## config.mk

```make
export PLATFORM = sky130hd
export DESIGN_NAME = conv_ofmap_collector
export DESIGN_NICKNAME = d
export VERILOG_FILES = /design/src/rtl/conv_ofmap_collector.sv
export SDC_FILE = /design/constraint.sdc
export NUM_CORES = 1
export LEC_CHECK = 0
export CAP_MARGIN = 15
export CORE_AREA = 2 2 163 165
export DETAILED_ROUTE_END_ITERATION = 7
export DIE_AREA = 0 0 165 167
export PLACE_DENSITY = 0.66
export SYNTH_ARGS = -nofsm -noshare
export SYNTH_HDL_FRONTEND = slang
export SYNTH_SLANG_ARGS = --single-unit
```

## constraint.sdc

```tcl
create_clock -name clk -period 4 [get_ports clk]
set_input_delay 0.8 -clock clk [delete_from_list [all_inputs] [get_ports clk]]
set_output_delay 0.8 -clock clk [all_outputs]
set_load 0.01 [all_outputs]
```

## src/rtl/conv_ofmap_collector.sv

```systemverilog
// Packs four fp16 ofmap elements into a 2x2 tile and queues tiles in a small FIFO for downstream.
// Optional build macro COLLECTOR_RELU_EN clamps negative elements (sign bit set) to zero.
module conv_ofmap_collector #(
    parameter int DEPTH = 2
) (
    input  logic        clk,
    input  logic        rst,
    input  logic [15:0] result,
    input  logic        dout_valid,
    input  logic        done,
    output logic [63:0] tile,
    output logic        tile_valid,
    input  logic        tile_ready,
    output logic [7:0]  tile_count,
    output logic        overflow,
    output logic        frag_err
);

    localparam int AW = $clog2(DEPTH);
    localparam logic [AW:0] FULL_C = (AW+1)'(DEPTH);

    logic [1:0]    cnt_r;
    logic [15:0]   lane0_r, lane1_r, lane2_r;
    logic [63:0]   mem_r [DEPTH];
    logic [AW-1:0] wr_ptr_r, rd_ptr_r;
    logic [AW:0]   occ_r;
    logic [63:0]   tile_r;
    logic          tile_valid_r;
    logic [7:0]    tile_count_r;
    logic          overflow_r, frag_err_r;

    logic [15:0]   elem_s;
    logic          complete_s, pop_s, full_s, push_s, drop_s, frag_s;
    logic [63:0]   new_tile_s, head_nxt_s;
    logic [AW:0]   occ_nxt_s;
    logic [AW-1:0] rd_nxt_s;

    function automatic logic [15:0] relu_f(input logic [15:0] x);
`ifdef COLLECTOR_RELU_EN
        relu_f = x[15] ? 16'h0000 : x;
`else
        relu_f = x;
`endif
    endfunction

    // Datapath decisions and the next FIFO head, so tile/tile_valid can be registered.
    always_comb begin
        elem_s     = relu_f(result);
        complete_s = dout_valid && (cnt_r == 2'd3);
        pop_s      = tile_valid_r && tile_ready;
        full_s     = (occ_r == FULL_C);
        push_s     = complete_s && (!full_s || pop_s);
        drop_s     = complete_s && full_s && !pop_s;
        frag_s     = done && (cnt_r != 2'd0) && !complete_s;
        new_tile_s = {elem_s, lane2_r, lane1_r, lane0_r};
        if (push_s && !pop_s) begin
            occ_nxt_s = occ_r + (AW+1)'(1);
        end else if (pop_s && !push_s) begin
            occ_nxt_s = occ_r - (AW+1)'(1);
        end else begin
            occ_nxt_s = occ_r;
        end
        rd_nxt_s = pop_s ? (rd_ptr_r + AW'(1)) : rd_ptr_r;
        // A push lands on the next head slot only when the FIFO is (or becomes) empty.
        if (occ_nxt_s == (AW+1)'(0)) begin
            head_nxt_s = tile_r;
        end else if (push_s && (wr_ptr_r == rd_nxt_s)) begin
            head_nxt_s = new_tile_s;
        end else begin
            head_nxt_s = mem_r[rd_nxt_s];
        end
    end

    // Element counter and lane capture.
    always_ff @(posedge clk) begin
        if (rst) begin
            cnt_r   <= 2'd0;
            lane0_r <= 16'h0000;
            lane1_r <= 16'h0000;
            lane2_r <= 16'h0000;
        end else if (frag_s) begin
            cnt_r <= 2'd0;
        end else if (dout_valid) begin
            case (cnt_r)
                2'd0:    lane0_r <= elem_s;
                2'd1:    lane1_r <= elem_s;
                2'd2:    lane2_r <= elem_s;
                default: lane2_r <= lane2_r;
            endcase
            cnt_r <= cnt_r + 2'd1;
        end else begin
            cnt_r <= cnt_r;
        end
    end

    // FIFO storage write port.
    always_ff @(posedge clk) begin
        if (push_s) begin
            mem_r[wr_ptr_r] <= new_tile_s;
        end
    end

    // FIFO pointers, occupancy and registered head presentation.
    always_ff @(posedge clk) begin
        if (rst) begin
            wr_ptr_r     <= '0;
            rd_ptr_r     <= '0;
            occ_r        <= '0;
            tile_r       <= 64'h0;
            tile_valid_r <= 1'b0;
        end else begin
            wr_ptr_r     <= push_s ? (wr_ptr_r + AW'(1)) : wr_ptr_r;
            rd_ptr_r     <= rd_nxt_s;
            occ_r        <= occ_nxt_s;
            tile_r       <= head_nxt_s;
            tile_valid_r <= (occ_nxt_s != (AW+1)'(0));
        end
    end

    // Tile counter and sticky error flags.
    always_ff @(posedge clk) begin
        if (rst) begin
            tile_count_r <= 8'd0;
            overflow_r   <= 1'b0;
            frag_err_r   <= 1'b0;
        end else begin
            tile_count_r <= push_s ? (tile_count_r + 8'd1) : tile_count_r;
            overflow_r   <= overflow_r || drop_s;
            frag_err_r   <= frag_err_r || frag_s;
        end
    end

    assign tile       = tile_r;
    assign tile_valid = tile_valid_r;
    assign tile_count = tile_count_r;
    assign overflow   = overflow_r;
    assign frag_err   = frag_err_r;

endmodule

```

==> results of run 1 <==
state kept, by name, indices dropped and copies added (netlist names), 2 cells and up:
| name | count |
|---|---|
| tile | 64 |
| mem_r | 128 |
| lane2_r | 16 |
| tile_count | 8 |
| lane0_r | 16 |
| lane1_r | 16 |
| cnt_r | 2 |
| occ_r | 2 |
worst max-delay path, cell delays in order:
cell	delay [ns]
clkdlybuf4s50_1	0.57
nand2_1	0.25
nor4_4	0.30
buf_4	0.51
a22oi_1	0.15
o22a_1	0.24
a311oi_2	0.26
cell usage after synthesis (4+ instances only):
cell and number:
xnor2_1 4, a311oi_1 5, buf_6 6, o22ai_1 24, nand2b_1 26, ha_1 6
edfxtp_1 128, buf_2 17, clkbuf_1 52, a22oi_1 39, inv_1 7, buf_1 5
and3_1 40, nor2_1 81, o22a_1 39, mux2i_1 39, buf_4 4, a21oi_1 52
xor2_1 4, dfxtp_1 129, nand2_1 113, o32ai_1 24, a311oi_2 36, and2_1 5
a31oi_1 40
report_power, final:
group / internal [mW] / switching [mW]
Combinational: 1.13 / 1.22
Sequential: 3.10 / 0.250
Clock: 1.65 / 1.04
through the flow:
stage | worst slack (ns) | power, mW | instances | util (%)
after detailed placement | 0.843 | 5.75 | 1318 | 46.9
after CTS | 1.40 | 8.44 | 1370 | 50.6
final | 1.33 | 8.39 | 1370 | 50.6
after global routing | 1.22 | 8.75 | 1370 | 50.6
after global placement | 0.856 | 5.73 | 1318 | 46.9
after floorplan | 0.276 | 4.79 | 955 | -
placed cells by master (no fill, tap or decap), types with 36 or more instances in the layout:
cell	n
a311oi_2	36
a31oi_1	40
dfxtp_1	128
mux2i_1	39
edfxtp_1	128
o22a_1	39
nor2_1	80
a21oi_1	52
and3_1	40
clkdlybuf4s50_1	94
a22oi_1	39
nand2_1	113
cell families after synthesis:
group	after synthesis	synth area share, %
mux	41	3.83
simple gates	282	11.9
compound gates	270	20.0
xor+xnor	8	0.644
flops	257	59.1
buf+inv	91	3.89
fa+ha+maj	6	0.690
final timing paths:
path | endpoint | cells past startpoint | start | slack (ns)
max | tile[16] | 7 | dout_valid | 1.33
min | wr_ptr_r | 2 | wr_ptr_r | 0.48
max reg2reg | tile[16] | 8 | occ_r[0] | 1.48
min reg2reg | wr_ptr_r | 2 | wr_ptr_r | 0.48
cell type report:
cell class,count,area [sq um],share of cell area (%)
clock buffers,35,748,5.74
inverters,7,27.5,0.211
clock inverters,17,218,1.67
repair buffers,112,1140,8.73
well taps,335,419,3.22
flip-flops and latches,257,6430,49.3
multi-input cells,607,4060,31.1
metal layers:
layer,up-vias,track usage (%)
met2,265,31.6
met3,37,3.21
met4,0,5.90
met1,4024,28.2
li1,3726,-
met5,-,0
==> qor.csv, run 1 <==
metric;value;unit
routed wire length per instance;20.4;um
num ports;96;
WL final;27.9;mm
DRC Markers;0;
CP Capture Type;flop;
ratio of cells with drive above 1 in the final layout;10.7;%
DIE AREA;27600;sq um
drt pass-1 iters;5;
initial antenna violation count;0;
TritonCTS clock tree;yes;
Met3 Wirelength;1.72;mm
Post-synth EDFFs;128;
CP startpoint kind;input pin;
die height;167;um
max-slew violation count;0;
first-pass GRT wire length;43.5;mm
FFs w/ async S/R, synth;0;%
post-cts hold buffer count;0;
Cell variety after synth;46;
WL met1;12.5;mm
Synth Net Count;982;
CTS max path bufs;3;
Final Hold Fails;0;
VDD IR-drop max;460;uV
Detail Route met2 WL;13.1;mm
clk slew on worst S/H paths;0.06;ns
CTS H-Tree Depth;1;
core area;25800;sq um
Avg Vias per Cell;5.88;
gr usage total;20.0;%
vias in the first global route;7835;
unrepaired setup endpoints after global routing;false;
fillcell total;2253;
DRT antenna net count;0;
initial DRC count;684;
row cnt;59;
Final Setup Violations;0;
HPWL Detailed;15.5;mm
Synth Area per Inst;11.4;sq um
top post-synthesis cells by area;edfxtp_1 35%, dfxtp_1 24%, a311oi_2 5.0%;
hold crit path type;flop to flop;
Setup CP Type;input pin to flop;
status;complete, no violations;
via count;8052;
PD cells;644;nW/um^2
worst skew pair latency;0.53;ns
sequential-to-total area share from yosys stat;59.1;%
fin area;13000;sq um
GR Overflow Total;0;
Worst-Margin Slew;0.830;ns
antenna cells;0;
TritonCTS Buffers;28;
FF+latch count, synth;257;
worst endpoint required time;4.44;ns
crit path max fanout;40;
crit path DAT;3.11;ns
Cells after Synth;955;
largest net degree at the start of global routing;105;
clk sinks;257;
Tmin final;2.67;ns
Leak;4.57;nW
Placed Area;12100;sq um
clk_skew;0.00859;ns
Die Wd;165;um
Initial Utilization;42.2;%
Syn. warnings;0;
top cell type's share of synthesized area;35.3;%
cell area after synthesis;10900;sq um
fin nets;1040;
RePlAce Congestion;0.793;
uppermost routed layer;met4;
PortBufs;95;
post_cts resized;0;
setup TNS;0;ns
area leader, netlist;edfxtp_1;
area delta synth->final;19.8;%
Hold WS;0.479;ns
worst rel slew slack;44.7;%
setup bufs post-CTS;0;
Tcrit/Tclk final;66.6;%
fmax;375;MHz
Main synth FF type;dfxtp_1;
max-cap violations;0;
root buffer cell;clkbuf_16;
Power figures use the tool's default switching activity.
==> run 2, diff against run 1 <==
Clock period 4 ns to 2.8 ns, I/O delays scaled along.
==> run 2 against run 1 <==
Against the previous run: sequential power up 42%; routed wire length fell by 1.6%; via count shrank 1.2%; global-route usage fell by 0.25 points; largest power group unchanged; non-clock buffer count grew 15; die area unchanged; utilization is 0.66 points higher; sequential cell count stayed put; cell count is 0.88% higher; largest cell class unchanged.
==> qor.csv, run 2 (synthesis gave the netlist of run 1 again) <==
metric;value;unit;change
Final Setup Violations;0;;unchanged
most frequent cells in the layout;128 x dfxtp_1, 128 x edfxtp_1, 113 x nand2_1;;
CP Capture Type;flop;;
GR Overflow Total;0;;unchanged
drt pass-1 iters;5;;unchanged
Top reg by flops;mem_r;;
vias in the first global route;7823;;-0.15%
initial antenna violation count;0;;unchanged
Final Hold Fails;0;;unchanged
Leak;4.63;nW;+1.3%
Register-to-Register Path Depth;6;;-2
PortBufs;95;;unchanged
Die Wd;165;um;unchanged
WL final;27.5;mm;-1.6%
Largest register FFs;128;;unchanged
TritonCTS clock tree;yes;;
via count;7958;;-1.2%
status;complete, no violations;;
worst reg2reg endpoint;tile[51];;
fmax;425;MHz;
TritonCTS Buffers;27;;-3.6%
CP top delay family;compound AO/OA/AOI/OAI gates;;
RePlAce Congestion;0.818;;+3.2%
VDD IR-drop max;415;uV;-9.7%
DRT antenna net count;0;;unchanged
CP startpoint kind;flop;;
Critical Path Slowest Stage Cell;mux2_2;;
core area;25800;sq um;unchanged
Hold Crit Depth;2;;unchanged
clk slew on worst S/H paths;0.06;ns;about the same
antenna cells;0;;unchanged
Pwr Total;11.7;mW;+40%
setup TNS;0;ns;unchanged
worst rel slew slack;54.4;%;+9.7 points
hold crit path type;input pin to flop;;
max-cap violations;0;;unchanged
first-pass GRT wire length;42.9;mm;-1.2%
worst r2r src;occ_r[1];;
clk sinks;257;;unchanged
crit path DAT;2.79;ns;-0.32 ns
Avg Vias per Cell;5.76;;-2.0%
hold worst-path end;occ_r[0];;
Worst Min Path Start;rst;;
crit-path max cell delay;0.57;ns;about the same
Tcrit/Tclk final;84.0;%;
row cnt;59;;unchanged
gr usage total;19.7;%;-0.25 points
post-cts hold buffer count;0;;unchanged
reg2reg setup slack;0.45;ns;-1.03 ns
DRC Markers;0;;unchanged
Initial Utilization;42.2;%;unchanged
max-slew violation count;0;;unchanged
setup bufs post-CTS;0;;unchanged
die height;167;um;unchanged
Setup CP Type;flop to flop;;
routed wire length per instance;19.9;um;-2.5%
worst endpoint required time;3.23;ns;-1.21 ns
Critical path origin;occ_r[1];;
ratio of cells with drive above 1 in the final layout;11.7;%;+1.0 points
PD cells;889;nW/um^2;+38%
root buffer cell;clkbuf_16;;
CTS H-Tree Depth;1;;unchanged
clk_skew;0.0156;ns;+0.00697 ns
Hold WS;0.435;ns;-0.0441 ns
largest net degree at the start of global routing;68;;-35%
DIE AREA;27600;sq um;unchanged
worst skew pair latency;0.54;ns;about the same
worst path cell trace;ha_1 -> a21boi_1 -> or3_1 -> mux2_2 -> nor2_1 -> o32ai_1;;
HPWL Detailed;16.2;mm;+4.6%
crit path max fanout;24;;-40%
initial DRC count;633;;-7.5%
unrepaired setup endpoints after global routing;false;;
fillcell total;2226;;-1.2%
CTS max path bufs;3;;unchanged
num ports;96;;unchanged
fin nets;1054;;+1.3%
area delta synth->final;21.4;%;
Tmin final;2.35;ns;
post_cts resized;0;;unchanged
Worst-Margin Slew;0.683;ns;-0.147 ns
Critical path buffers and inverters;0;;-2
-- run 2: cell types whose count changed in the layout (fill, tap and decap cells not counted), sizes merged --
cell,previous run,this run
clkinvlp,0,2
clkbuf,35,37
clkinv,13,10
bufinv,5,1
buf,18,33
-- run 2: metrics by stage --
stage	std cells	setup slack [ns]	util (%)	area [sq um]
6_report	1382	0.447	51.3	13200
3_3_place_gp	1333	0.137	47.9	12300
3_5_place_dp	1333	0.0518	47.9	12300
5_1_grt	1382	0.224	51.3	13200
2_1_floorplan	955	0.297	-	10900
4_1_cts	1382	0.419	51.3	13200
-- run 2: worst max-delay path by stage --
stage	end	slack (ns)	cells past startpoint
detailed placement	tile[50]	0.05	6
floorplan	tile[38]	0.30	8
global route	tile[51]	0.22	7
finish	tile[51]	0.45	6
global placement	tile[30]	0.14	6
CTS	tile[51]	0.42	6
-- run 2: power breakdown --
| part | total (mW) | switching [mW] | internal [mW] |
|---|---|---|---|
| registers | 4.77 | 0.344 | 4.43 |
| logic | 3.49 | 1.75 | 1.74 |
| clock network | 3.48 | 1.45 | 2.03 |
-- run 2: metal layers --
metal | vias up | GRT usage, % | share of wire (%)
li1 | 3758 | - | -
met1 | 3931 | 27.5 | 45
met2 | 224 | 31.3 | 46
met3 | 45 | 3.46 | 5.8
met4 | 0 | 6.09 | 2.3
met5 | - | 0 | 0
-- run 2: layout make-up --
class                      count  area [sq um]  area share (%)
clock buffer                  37           774            5.87
inverter                       7          31.3           0.237
multi-input combinational    607          4060            30.7
tap                          335           419            3.17
clock inverter                12          93.8           0.711
timing repair buffer         127          1400            10.6
sequential                   257          6430            48.7
-- run 2: worst register-to-register path: stages (launching register included) --
cell	delay (ns)
dfxtp_1	0.41
ha_1	0.25
a21boi_1	0.37
or3_1	0.27
mux2_2	0.57
nor2_1	0.08
o32ai_1	0.30
